**src/rtl/lfsr_prbs_ctrl.sv**
```systemverilog
// Burst controller for an external PRBS generator: reseeds it, streams its words out with
// valid/ready/last handshaking, and accumulates checker bit and word error counts.
module lfsr_prbs_ctrl #(
    parameter int unsigned DATA_WIDTH  = 8,
    parameter int unsigned COUNT_WIDTH = 32,
    parameter int unsigned ERR_WIDTH   = 32
) (
    input  logic                   clk,
    input  logic                   rst,
    input  logic                   start,
    input  logic                   stop,
    input  logic [COUNT_WIDTH-1:0] burst_len,
    output logic                   gen_rst,
    output logic                   gen_enable,
    input  logic [DATA_WIDTH-1:0]  gen_data,
    output logic [DATA_WIDTH-1:0]  m_tdata,
    output logic                   m_tvalid,
    input  logic                   m_tready,
    output logic                   m_tlast,
    input  logic [DATA_WIDTH-1:0]  err_in,
    input  logic                   err_valid,
    output logic                   busy,
    output logic                   done,
    output logic [COUNT_WIDTH-1:0] word_count,
    output logic [ERR_WIDTH-1:0]   bit_err_count,
    output logic [ERR_WIDTH-1:0]   word_err_count
);

    localparam logic [1:0] StIdle  = 2'd0;
    localparam logic [1:0] StSeed  = 2'd1;
    localparam logic [1:0] StRun   = 2'd2;
    localparam logic [1:0] StFlush = 2'd3;

    localparam int unsigned PopWidth = $clog2(DATA_WIDTH + 1);
    localparam int unsigned SumWidth = ((ERR_WIDTH > PopWidth) ? ERR_WIDTH : PopWidth) + 1;
    localparam logic [SumWidth-1:0] ErrMax = SumWidth'({ERR_WIDTH{1'b1}});

    logic [1:0]             state;
    logic [COUNT_WIDTH-1:0] remaining;
    logic                   continuous;
    logic                   load;
    logic                   last_load;
    logic                   handshake;
    logic [PopWidth-1:0]    err_pop;
    logic [SumWidth-1:0]    bit_sum;
    logic [SumWidth-1:0]    word_sum;

    assign handshake  = m_tvalid && m_tready;
    assign load       = (state == StRun) && (!m_tvalid || m_tready) &&
                        ((remaining != '0) || continuous);
    assign last_load  = !continuous && (remaining == COUNT_WIDTH'(1));
    assign gen_enable = load;
    assign gen_rst    = (state == StSeed);
    assign busy       = (state != StIdle);

    always_comb begin
        err_pop = '0;
        for (int i = 0; i < int'(DATA_WIDTH); i++) begin
            err_pop = err_pop + PopWidth'(err_in[i]);
        end
    end

    // Sums are one bit wider than the counters so overflow is visible for saturation.
    assign bit_sum  = SumWidth'(bit_err_count) + SumWidth'(err_pop);
    assign word_sum = SumWidth'(word_err_count) + SumWidth'(err_in != '0);

    always_ff @(posedge clk or posedge rst) begin
        if (rst) begin
            state      <= StIdle;
            remaining  <= '0;
            continuous <= 1'b0;
            done       <= 1'b0;
        end else begin
            done <= 1'b0;
            unique case (state)
                StIdle: begin
                    if (start) begin
                        remaining  <= burst_len;
                        continuous <= (burst_len == '0);
                        state      <= StSeed;
                    end
                end
                StSeed: state <= StRun;
                StRun: begin
                    if (load && !continuous) begin
                        remaining <= remaining - COUNT_WIDTH'(1);
                    end
                    if (stop || (load && last_load)) begin
                        state <= StFlush;
                    end
                end
                StFlush: begin
                    if (!m_tvalid || m_tready) begin
                        state <= StIdle;
                        done  <= 1'b1;
                    end
                end
                default: state <= StIdle;
            endcase
        end
    end

    // A stop that finds a word stalled on the bus marks that word as the last one.
    always_ff @(posedge clk or posedge rst) begin
        if (rst) begin
            m_tdata  <= '0;
            m_tvalid <= 1'b0;
            m_tlast  <= 1'b0;
        end else if (load) begin
            m_tdata  <= gen_data;
            m_tvalid <= 1'b1;
            m_tlast  <= stop || last_load;
        end else if (handshake) begin
            m_tvalid <= 1'b0;
            m_tlast  <= 1'b0;
        end else if ((state == StRun) && stop) begin
            m_tlast <= 1'b1;
        end
    end

    always_ff @(posedge clk or posedge rst) begin
        if (rst) begin
            word_count     <= '0;
            bit_err_count  <= '0;
            word_err_count <= '0;
        end else if ((state == StIdle) && start) begin
            word_count     <= '0;
            bit_err_count  <= '0;
            word_err_count <= '0;
        end else begin
            if (handshake && (word_count != '1)) begin
                word_count <= word_count + COUNT_WIDTH'(1);
            end
            if (err_valid) begin
                bit_err_count  <= (bit_sum > ErrMax) ? '1 : bit_sum[ERR_WIDTH-1:0];
                word_err_count <= (word_sum > ErrMax) ? '1 : word_sum[ERR_WIDTH-1:0];
            end
        end
    end

endmodule

```
**config.mk**
```make
export PLATFORM = sky130hd
export DESIGN_NAME = lfsr_prbs_ctrl
export DESIGN_NICKNAME = d
export VERILOG_FILES = /design/src/rtl/lfsr_prbs_ctrl.sv
export SDC_FILE = /design/constraint.sdc
export NUM_CORES = 1
export LEC_CHECK = 0
export ABC_AREA = 1
export BUFFER_PORTS_ARGS = -buffer_cell sky130_fd_sc_hd__buf_2
export CAP_MARGIN = 30
export CORE_ASPECT_RATIO = 0.8
export CORE_MARGIN = 3
export CORE_UTILIZATION = 40
export DETAILED_ROUTE_END_ITERATION = 6
export PLACE_DENSITY = 0.59
export SLEW_MARGIN = 20
export SYNTH_ARGS = -nofsm -noshare
export SYNTH_HDL_FRONTEND = slang
export SYNTH_SLANG_ARGS = --single-unit
```
**constraint.sdc**
```tcl
create_clock -name clk -period 4.4 [get_ports clk]
set_input_delay 0.22 -clock clk [delete_from_list [all_inputs] [get_ports clk]]
set_output_delay 0.22 -clock clk [all_outputs]
set_load 0.01 [all_outputs]
```
==> metrics.md, run 1 <==
| Metric | Value |
|---|---|
| Status | `completed` |
| Largest area contributor in the netlist | `dfrtp_1` |
| Final ANT Viol Nets | `0` |
| Multi-input gate area | `0.005967 mm²` |
| Max-slew violations | `0` |
| Final min period | `approximately 3.5 ns` |
| CTS tree | `done` |
| Net Sw Frac | `44.08%` |
| Core ar. | `0.02537 mm²` |
| Req. time, crit path | `4.75 ns` |
| Layout cells sized above 1 | `a little over an eighth` |
| Main synth FF type | `dfrtp_1` |
| Row count | `52` |
| CP Capture Type | `register` |
| RSZ-0062 raised after global routing | `no` |
| Pre-antenna DRT Iters | `7` |
| Initial antenna violation count | `1` |
| EDFF count, synth | `0` |
| Internal power | `3465 µW` |
| Dpl cell area | `between 0.01 and 0.015 mm²` |
| CTS sink count | `142` |
| Die H | `approximately 150 µm` |
| Count of cell types in the netlist | `42` |
| Clock group share of total power | `27.0%` |
| Crit path max-delay cell type | `fa_1` |
| Sequential cell area fraction in the yosys report | `between 30% and 40%` |
| Vias/cell | `around 5` |
| Final #Nets | `1872` |
| Fillers | `2690` |
| Area share of the largest cell type after synthesis | `between 30 and 40%` |
| Finished layout cell area | `0.01224 mm²` |
| CP dominant cell by count | `fa_1` |
| VDD IR max | `0.0002899 V` |
| Initial Util | `between 40% and 50%` |
| Total Routed Length | `32.23 mm` |
| Logic pwr share | `41.0%` |
| Syn Std Cell Area | `between 0.01 and 0.015 mm²` |
| Worst path arrival time | `about 3.8 ns` |
| Synth Register Bits | `142` |
| Synth warn | `0` |
| Die area | `0.02789 mm²` |
| Mapped Cells | `1635` |
| DRC viols | `0` |
| # Max-Cap Violations | `0` |
| Storage element area | `about 0.0036 mm²` |
| Crit path launch type | `input pin` |
| Final setup viols | `0` |
| Placer Congestion | `0.9484` |
| Leak pwr | `0.006236 µW` |
| Crit path kind | `in2reg` |
| # IOs | `164` |
| Worst-Margin Slew | `0.6759 ns` |
| TritonCTS Buffers | `17` |
| Slew HR | `between 50% and 60%` |
| Synth Area per Inst | `6.339 µm²` |
| Initial DRC count | `727` |
| Average wire per standard cell | `approximately 15 µm` |
| Hold Violations, Final | `0` |
| Area growth syn-to-layout | `18.10%` |
| Vias | `about 11000` |
| Critical Path Fanout Max | `15` |
| Post-Syn Nets | `between 1500 and 2000` |
| CTS H-tree lvls | `4` |
| Grt total ovfl | `0` |
| Bufs on Longest Clock Path | `2` |
| PortBufs | `roughly 160` |
| Net switching power | `around 2700 µW` |
| Setup TNS Final | `0 ns` |
| Number of global-route vias before repair | `~9900` |
| Clock input transition at the sequential cells of the worst setup and hold paths | `0.07 ns` |
| Count leader, synth | `nand2_1` |
| Post-CTS Resized | `0` |
| Final Skew | `0.01369 ns` |
| Final worst-path cycle share | `about four fifths` |
| First-pass GRT wire length | `~52 mm` |
| Dominant cells by area after synthesis | `dfrtp_1 (34%), nand2_1 (24%), nor2_1 (6.8%), nand3_1 (6.2%), inv_1 (5.8%)` |
| Clock root cell | `clkbuf_16` |
| Fraction of registers with async set/reset | `between 90% and 100%` |
| Die width | `between 150 and 200 µm` |
| Gr usage total | `23.42%` |
| Pin count of the biggest net entering global routing | `100` |
| Worst path cell trace | `buf_2 -> fa_1 -> inv_1 -> fa_1 -> fa_1 -> fa_1 -> inv_1 -> fa_1 -> nand2_1 -> nand3_1 -> nand3_1 -> inv_1 -> nand2_2 -> nor2_1 -> nand2_1 -> buf_12 -> nand3_1 -> nand2_1 -> o21ai_0` |
| Part of the power in registers | `31.9%` |
| WHS | `0.01849 ns` |
| Clk Latency, worst-skew pair | `roughly 0.43 ns` |
| Fmax | `286.4 MHz` |
| Most frequent cells after synthesis | `nand2_1 (665), nor2_1 (188), inv_1 (160)` |
| Worst path max stage delay | `0.53 ns` |
| Dpl hpwl | `23.84 mm` |
| PwrDens | `approximately 510 mW/mm²` |
| Worst Hold Class | `in2reg` |
worst paths after layout:
kind                             startpoint  cells after the start  slack [ns]                  to
max reg2reg                bit_err_count[0]                     17        0.94   bit_err_count[15]
max                               err_in[0]                     19        0.91   bit_err_count[15]
min                             gen_data[7]                      3        0.02          m_tdata[7]
max in group asynchronous               rst                      5        2.99       remaining[13]
min in group asynchronous               rst                      3        0.39  word_err_count[14]
min reg2reg                      m_tdata[3]                      2        0.48          m_tdata[3]
power by group through the flow:
stage | logic, µW | registers, µW | clock network [µW]
2_1_floorplan | 1850 | 1970 | 0
3_3_place_gp | 2520 | 1980 | 0
3_5_place_dp | 2560 | 1990 | 0
4_1_cts | 2570 | 1970 | 1720
5_1_grt | 2940 | 2030 | 1770
6_report | 2540 | 1980 | 1670
layer usage:
| layer | vias up | part of all wire, % | track usage (%) | wire length (µm) |
|---|---|---|---|---|
| met3 | 25 | 4.9 | 3.645 | 1572 |
| met2 | 258 | 43 | 34.15 | 13790 |
| li1 | 5533 | - | - | - |
| met5 | - | 0 | 0 | 0 |
| met1 | 4921 | 51 | 36.06 | 16500 |
| met4 | 0 | 1.1 | 5.657 | 366 |
final cells by class:
type                    instances  share of cell area, %
well taps                     324                  3.312
repair buffers                181                  8.280
multi-input cells            1289                  48.75
diodes                          1                0.02044
clock inverters                14                  1.881
clock buffers                  18                  3.588
inverters                     165                  5.142
flip-flops and latches        142                  29.03
sequential cells by signal (all words and copies together), names as in the netlist:
name / cells
bit_err_count: 32
continuous: 1
done: 1
m_tdata: 8
m_tlast: 1
m_tvalid: 1
remaining: 32
state: 2
word_count: 32
word_err_count: 32
placed cells by master (no fill, tap or decap), types with 5 or more instances in the layout:
cell type,instances
a21oi_1,9
buf_2,163
buf_4,8
bufinv_16,5
clkbuf_16,17
dfrtp_1,142
dlygate4sd3_1,7
fa_1,5
ha_1,17
inv_1,159
inv_6,5
nand2_1,665
nand2_4,6
nand3_1,129
nand4_1,50
nor2_1,188
nor3_1,37
nor4_1,8
o21ai_0,81
o21ai_1,17
o21bai_1,7
xnor2_1,8
xor2_1,29
critical path, delay by kind of cell:
family	cells	cell delay, ns
AOI/OAI and AO/OA	1	0.06
adders and majority gates	5	2.06
buffers and inverters	5	0.61
and+or+nand+nor	8	0.88
logic make-up after synthesis:
group                    after synthesis  synth area share [%]
AND/OR/NAND/NOR                     1106                 44.87
flip-flops                           142                 34.28
XOR/XNOR                              37                 3.127
AO/OA/AOI/OAI                        124                 6.555
buffers and inverters                204                 8.148
adder cells (fa/ha/maj)               22                 3.018
per-stage QoR:
stage,power (µW),util [%],setup slack (ns),cells
after global placement,4507,45.10,0.4875,2091
after CTS,6259,48.08,0.7967,2131
after detailed placement,4551,45.21,0.4446,2093
after floorplan,3817,-,0.3704,1635
after global routing,6739,48.24,0.6133,2134
final,6197,48.24,0.9082,2134
what timing repair did:
action / 4_1_cts / 5_1_grt
buffers inserted: 0 / 0
hold buffers: 6 / 1
hold endpoints to repair: 6 / 51
Power figures use the tool's default switching activity.
==> inputs of run 2 (changes only) <==
--- a/config.mk
+++ b/config.mk
@@ -5,14 +5,14 @@
 export SDC_FILE = /design/constraint.sdc
 export NUM_CORES = 1
 export LEC_CHECK = 0
-export ABC_AREA = 1
+export ABC_AREA = 0
 export BUFFER_PORTS_ARGS = -buffer_cell sky130_fd_sc_hd__buf_2
 export CAP_MARGIN = 30
 export CORE_ASPECT_RATIO = 0.8
 export CORE_MARGIN = 3
 export CORE_UTILIZATION = 40
 export DETAILED_ROUTE_END_ITERATION = 6
-export PLACE_DENSITY = 0.59
+export PLACE_DENSITY = 0.62
 export SLEW_MARGIN = 20
 export SYNTH_ARGS = -nofsm -noshare
 export SYNTH_HDL_FRONTEND = slang
==> constraint.sdc (replaced) <==
create_clock -name clk -period 3.1 [get_ports clk]
set_input_delay 0.155 -clock clk [delete_from_list [all_inputs] [get_ports clk]]
set_output_delay 0.155 -clock clk [all_outputs]
set_load 0.01 [all_outputs]
==> run 2 against run 1 <==
The run now ends with hold timing, setup timing left. Routed wire length down 13%. Count of clock-buffer cells in the layout unchanged. Global-route usage down 0.84 points. Synthesized area down 13%. Final cell count down 30%. Combinational power up 36%. Register-to-register slack worse by 0.97 ns.
==> metrics.md, run 2 <==
| Metric | Value |
|---|---|
| Status | `finished, violations left` |
| Violated checks | `hold timing, setup timing` |
| Average wire per standard cell | `~19 µm` |
| Bufs on Longest Clock Path | `2` |
| Worst path max stage delay | `around 0.53 ns` |
| Initial Util | `~41%` |
| Final #Nets | `1257` |
| Crit path kind | `in2reg` |
| Final Skew | `around 0.016 ns` |
| Area growth syn-to-layout | `24.92%` |
| Pin count of the biggest net entering global routing | `roughly 140` |
| Count leader, synth | `dfrtp_1` |
| Inserted Diodes | `0` |
| Gr usage total | `a little under a quarter` |
| Grt total ovfl | `0` |
| # Max-Cap Violations | `0` |
| Final ANT Viol Nets | `0` |
| Layout cells sized above 1 | `roughly a quarter` |
| # IOs | `164` |
| Post-Syn Nets | `about 1100` |
| Fmax | `317.9 MHz` |
| Worst path arrival time | `between 3 and 4 ns` |
| CTS H-tree lvls | `4` |
| Vias | `just over 9000` |
| Setup TNS Final | `-0.1177 ns` |
| Mapped Cells | `between 900 and 1000` |
| Most frequent cells after synthesis | `dfrtp_1 (142), nor2_1 (73), a21oi_1 (56)` |
| Worst path cell trace | `buf_2 -> fa_1 -> inv_1 -> fa_1 -> fa_1 -> fa_2 -> inv_2 -> fa_2 -> a21oi_4 -> o22ai_4 -> a41oi_2 -> buf_4 -> and3_4 -> a311oi_2` |
| Most frequent cells in the layout | `buf_2 (164), dfrtp_1 (142), nor2_1 (72), a21oi_1 (53), nand2_1 (50)` |
| Main synth FF type | `dfrtp_1` |
| Placer Congestion | `between 0.9 and 1` |
| Critical Path Fanout Max | `5` |
| EDFF count, synth | `0` |
| Initial DRC count | `794` |
| Clock root cell | `clkbuf_16` |
| Number of global-route vias before repair | `8347` |
| Crit path max-delay cell type | `fa_1` |
| Dominant cells by area after synthesis | `dfrtp_1 (39%), a21oi_1 (3.1%), nor2_1 (3.0%), and4_1 (2.9%), a31oi_1 (2.7%)` |
| Die width | `173.7 µm` |
| Clk Latency, worst-skew pair | `0.43 ns` |
| Synth warn | `0` |
| CP dominant cell by count | `fa_1` |
| Fillers | `2100` |
| Vias/cell | `6.074` |
| Commonest non-fill, non-tap cell in the layout | `buf_2` |
| VDD IR max | `about 0.0004 V` |
| Die area | `between 0.02 and 0.025 mm²` |
| First-pass GRT wire length | `about 45 mm` |
| Largest area contributor in the netlist | `dfrtp_1` |
| RSZ-0062 raised after global routing | `yes` |
| Pre-antenna DRT Iters | `5` |
| DRC viols | `0` |
| Fraction of registers with async set/reset | `between 90% and 100%` |
| Row count | `48` |
| PwrDens | `750.0 mW/mm²` |
| CTS tree | `done` |
| Worst-Margin Slew | `~0.92 ns` |
| Count of cell types in the netlist | `75` |
| Dpl hpwl | `between 15 and 20 mm` |
| Syn Std Cell Area | `between 0.008 and 0.009 mm²` |
| R2R setup slack | `-0.03 ns` |
| Final setup margin | `-0.04551 ns` |
| Hold Violations, Final | `39` |
| Core ar. | `roughly 0.022 mm²` |
| CP Capture Type | `register` |
| Synth Register Bits | `142` |
| CTS sink count | `~140` |
| Final setup viols | `6` |
| Final worst-path cycle share | `101.5%` |
| Sequential cell area fraction in the yosys report | `about 40%` |
| TritonCTS Buffers | `17` |
| Max-slew violations | `0` |
| Initial antenna violation count | `0` |
| Req. time, crit path | `between 3 and 4 ns` |
| Total Routed Length | `between 20 and 30 mm` |
| Synth Area per Inst | `approximately 9 µm²` |
| Slew HR | `between 30% and 40%` |
| Worst Hold Class | `in2async` |
| Worst Setup Slack post-DPL | `-0.4849 ns` |
| Die H | `~140 µm` |
| Final min period | `roughly 3.1 ns` |
| Clock input transition at the sequential cells of the worst setup and hold paths | `0.07 ns` |
| Crit path launch type | `input pin` |
| WHS | `-0.04026 ns` |
| Leak pwr | `0.004942 µW` |
| PortBufs | `approximately 160` |
| Area share of the largest cell type after synthesis | `a little under 40%` |
-- run 2: cell types whose count changed after synthesis, moves of 34 or more --
cell	change
inv_1	-123
a21oi_1	+47
and3_1	+38
nand3_1	-92
clkbuf_1	+34
nor2_1	-115
a31oi_1	+36
o21ai_0	-46
nand2_1	-615
-- run 2: cell type report --
type	instances	area, µm²	area share, %
Sequential cell	142	3553	31.62
Timing Repair Buffer	224	1320	11.74
Multi-Input combinational cell	757	5216	46.41
Inverter	39	150.1	1.336
Tap cell	300	375.4	3.340
Clock inverter	13	185.2	1.648
Clock buffer	18	439.2	3.907
-- run 2: stage by stage --
| step | cell area, µm² | utilization, % | power, µW | instances |
|---|---|---|---|---|
| floorplan | 9066 | - | 4935 | 994 |
| global placement | 10300 | 47.13 | 5902 | 1439 |
| detailed placement | 10300 | 47.13 | 5933 | 1439 |
| CTS | 11050 | 50.53 | 8220 | 1482 |
| global route | 11240 | 51.41 | 8972 | 1493 |
| finish | 11240 | 51.41 | 8429 | 1493 |
-- run 2: report_power, final --
| part | total, µW | internal, µW | switching (µW) |
|---|---|---|---|
| Clock | 2220 | 1370 | 852 |
| Sequential | 2750 | 2240 | 508 |
| Combinational | 3460 | 1500 | 1960 |
-- run 2: routing by layer --
metal / share of wire (%) / vias to the layer above / GRT usage, % / routed length [µm]
met4: 1.2 / 0 / 5.964 / 350
met2: 42 / 325 / 32.09 / 11800
met3: 7.8 / 32 / 5.637 / 2189
met1: 49 / 4423 / 34.12 / 13840
met5: 0 / - / 0 / 0
li1: - / 4289 / - / -
-- run 2: critical path, delay by kind of cell --
| family | cells | cell delay, ns |
|---|---|---|
| AO/OA/AOI/OAI | 4 | 0.63 |
| AND/OR/NAND/NOR | 1 | 0.18 |
| adder cells (fa/ha/maj) | 5 | 2.07 |
| buffers and inverters | 4 | 0.37 |
-- run 2: worst paths after layout --
path,start,end,cells past startpoint
min in group clk,burst_len[22],remaining[22],3
worst max-delay path,err_in[0],bit_err_count[14],14
worst min-delay path,rst,word_err_count[13],3
worst max register to register,bit_err_count[0],bit_err_count[14],12
max in group asynchronous,rst,m_tlast,3
worst min register to register,m_tdata[7],m_tdata[7],1
-- run 2: cell families (layout without fill, tap and decap cells) --
group | Yosys count | after routing | share of synthesized area [%]
AOI/OAI and AO/OA | 300 | 300 | 23.50
xor gates and xnor gates | 2 | 2 | 0.1947
adders and majority gates | 22 | 22 | 3.477
buffers and inverters | 96 | 294 | 4.283
DFF | 142 | 142 | 39.49
muxes | 15 | 15 | 2.086
and+or+nand+nor | 417 | 418 | 26.96
-- run 2: what timing repair did --
| action | CTS | global route |
|---|---|---|
| setup endpoints to repair | 19 | 32 |
| setup buffers | 2 | 9 |
| pin swaps | 0 | 11 |
| hold buffers | 10 | 0 |
| gates cloned | 0 | 2 |
| hold endpoints to repair | 10 | 0 |
| resized for setup | 1 | 24 |
==> inputs of run 3 (changes only) <==
--- a/config.mk
+++ b/config.mk
@@ -8,11 +8,13 @@
 export ABC_AREA = 0
 export BUFFER_PORTS_ARGS = -buffer_cell sky130_fd_sc_hd__buf_2
 export CAP_MARGIN = 30
+export CELL_PAD_IN_SITES_DETAIL_PLACEMENT = 0
+export CELL_PAD_IN_SITES_GLOBAL_PLACEMENT = 2
 export CORE_ASPECT_RATIO = 0.8
 export CORE_MARGIN = 3
-export CORE_UTILIZATION = 40
+export CORE_UTILIZATION = 31
 export DETAILED_ROUTE_END_ITERATION = 6
-export PLACE_DENSITY = 0.62
+export PLACE_DENSITY = 0.76
 export SLEW_MARGIN = 20
 export SYNTH_ARGS = -nofsm -noshare
 export SYNTH_HDL_FRONTEND = slang
==> constraint.sdc (replaced) <==
create_clock -name clk -period 2.75 [get_ports clk]
set_input_delay 0.1375 -clock clk [delete_from_list [all_inputs] [get_ports clk]]
set_output_delay 0.1375 -clock clk [all_outputs]
set_load 0.01 [all_outputs]
==> run 3 against run 2 <==
The run ends with setup timing left. Clock skew is 0.0031 ns lower. Via count is 0.18% lower. Utilization is 11 points lower. Clock power is 18% higher. Highest routed layer unchanged.
==> metrics.md, run 3 (synthesis gave the netlist of run 2 again) <==
| Metric | Value |
|---|---|
| Worst Path Buf+Inv | `3` |
| Dpl cell area | `~0.011 mm²` |
| VDD IR max | `about 0.00046 V` |
| Final min period | `about 3 ns` |
| Hold Violations, Final | `0` |
| First-pass GRT wire length | `roughly 50 mm` |
| Pin count of the biggest net entering global routing | `roughly 140` |
| Crit path launch type | `register` |
| Final setup margin | `-0.3288 ns` |
| Commonest non-fill, non-tap cell in the layout | `buf_2` |
| Die width | `between 150 and 200 µm` |
| CTS H-tree lvls | `4` |
| Bufs on Longest Clock Path | `2` |
| # IOs | `164` |
| Initial DRC count | `just over 600` |
| Violated checks | `setup timing` |
| Logic pwr share | `between 40% and 50%` |
| Final worst-path cycle share | `112.0%` |
| Critical path's top delay family | `adder cells` |
| Vias/cell | `between 5 and 6` |
| Fillers | `2940` |
| Part of the power in registers | `around a third` |
| Inserted Diodes | `0` |
| Crit path max-delay cell type | `o31ai_1` |
| TritonCTS Buffers | `17` |
| Initial antenna violation count | `0` |
| Clk Latency, worst-skew pair | `0.43 ns` |
| Max-slew violations | `0` |
| CP Capture Type | `register` |
| Placer Congestion | `0.8102` |
| Slew HR | `36.42%` |
| Worst setup path startpoint | `bit_err_count[0]` |
| DRC viols | `0` |
| CP dominant cell by count | `fa_1` |
| PwrDens | `838.5 mW/mm²` |
| RSZ-0062 raised after global routing | `yes` |
| Hold Startpoint | `burst_len[7]` |
| Fmax | `roughly 320 MHz` |
| Net Sw Frac | `between 30% and 40%` |
| # Max-Cap Violations | `0` |
| Final Skew | `between 0.01 and 0.015 ns` |
| Final setup viols | `32` |
| Final ANT Viol Nets | `0` |
| Clock root cell | `clkbuf_16` |
| Pre-antenna DRT Iters | `5` |
| Worst-Margin Slew | `approximately 0.95 ns` |
| Most frequent cells in the layout | `buf_2 (163), dfrtp_1 (141), nor2_1 (73), a21oi_1 (55), buf_4 (53)` |
| Final #Nets | `1268` |
| Row count | `55` |
| R2R setup slack | `-0.33 ns` |
| Core ar. | `~0.028 mm²` |
| Internal power | `5840 µW` |
| CTS sink count | `about 140` |
| Clock input transition at the sequential cells of the worst setup and hold paths | `0.07 ns` |
| Initial Util | `between 30% and 40%` |
| Setup TNS Final | `-8.347 ns` |
| Worst Hold Class | `in2reg` |
| Vias | `between 9000 and 10000` |
| Die H | `between 150 and 200 µm` |
| Die area | `about 0.031 mm²` |
| Worst Setup Slack post-DPL | `-0.8359 ns` |
| Crit path kind | `reg2reg` |
| Worst path cell trace | `inv_2 -> fa_1 -> fa_1 -> inv_1 -> ha_1 -> nor2b_1 -> o31ai_1 -> a21oi_1 -> buf_4 -> and4_1 -> a211oi_1` |
| Finished layout cell area | `roughly 0.011 mm²` |
| Leak pwr | `approximately 0.005 µW` |
| Net switching power | `about 3700 µW` |
| Worst path arrival time | `3.41 ns` |
| Average wire per standard cell | `between 15 and 20 µm` |
| Clock group share of total power | `between 20% and 30%` |
| Req. time, crit path | `about 3 ns` |
| Number of global-route vias before repair | `8586` |
| Critical R2R Launch | `bit_err_count[0]` |
| Grt total ovfl | `0` |
| Worst path max stage delay | `0.44 ns` |
| Dpl hpwl | `about 22 mm` |
| PortBufs | `roughly 160` |
| CTS tree | `done` |
| Area growth syn-to-layout | `26.69%` |
| Status | `finished, violations left` |
| Critical Path Fanout Max | `13` |
| Total Routed Length | `approximately 30 mm` |
| Layout cells sized above 1 | `between 20% and 30%` |
| Gr usage total | `roughly 19%` |
[run 3: final cells by class]
cell class	count	area, µm²	share of cell area, %
Sequential cell	142	3555	31.19
Multi-Input combinational cell	756	5140	45.09
Clock buffer	19	442.9	3.886
Timing Repair Buffer	236	1436	12.60
Tap cell	370	462.9	4.061
Inverter	39	150.1	1.317
Clock inverter	13	211.5	1.855
[run 3: power by group through the flow]
stage	logic, µW	clock network [µW]	registers, µW
after global placement	3760	0	3100
final	3860	2610	3080
after CTS	3880	2690	3070
after global routing	4280	2770	3160
after floorplan	2510	0	3050
after detailed placement	3790	0	3100
[run 3: per-layer routing]
layer  vias to the layer above  global-route usage (%)  wire length [µm]
li1                       4316                       -                 -
met1                      4497                   29.20             15590
met2                       219                   29.05             13190
met3                        21                   3.702              1411
met4                         0                   4.581               268
met5                         -                       0                 0
[run 3: what timing repair did]
action,in CTS,in global routing
hold buffers,16,0
buffers inserted,3,0
pin swaps,6,4
resized for setup,9,4
hold endpoints to repair,18,0
endpoints found under the setup margin,33,33
gates cloned,0,0
[run 3: tightest hold or removal path, delay by kind of cell]
family	cells	cell delay, ns
AOI/OAI and AO/OA	2	0.17
buffers and inverters	1	0.10
[run 3: final timing paths]
check / end / cells after the start
min in group asynchronous: word_err_count[11] / 4
hold / removal: remaining[7] / 3
setup reg to reg: bit_err_count[25] / 11
hold reg to reg: m_tdata[7] / 1
max in group asynchronous: remaining[0] / 4
setup / recovery: bit_err_count[25] / 11
[run 3: stage by stage]
stage | utilization [%] | total power [µW] | cells | hold slack, ns
floorplan | - | 5564 | 994 | 0.2624
global placement | 37.00 | 6860 | 1524 | 0.3572
detailed placement | 37.00 | 6883 | 1524 | 0.3591
CTS | 40.07 | 9633 | 1575 | 0.009612
global route | 40.11 | 10210 | 1575 | 0.03067
finish | 40.11 | 9557 | 1575 | 0.03495
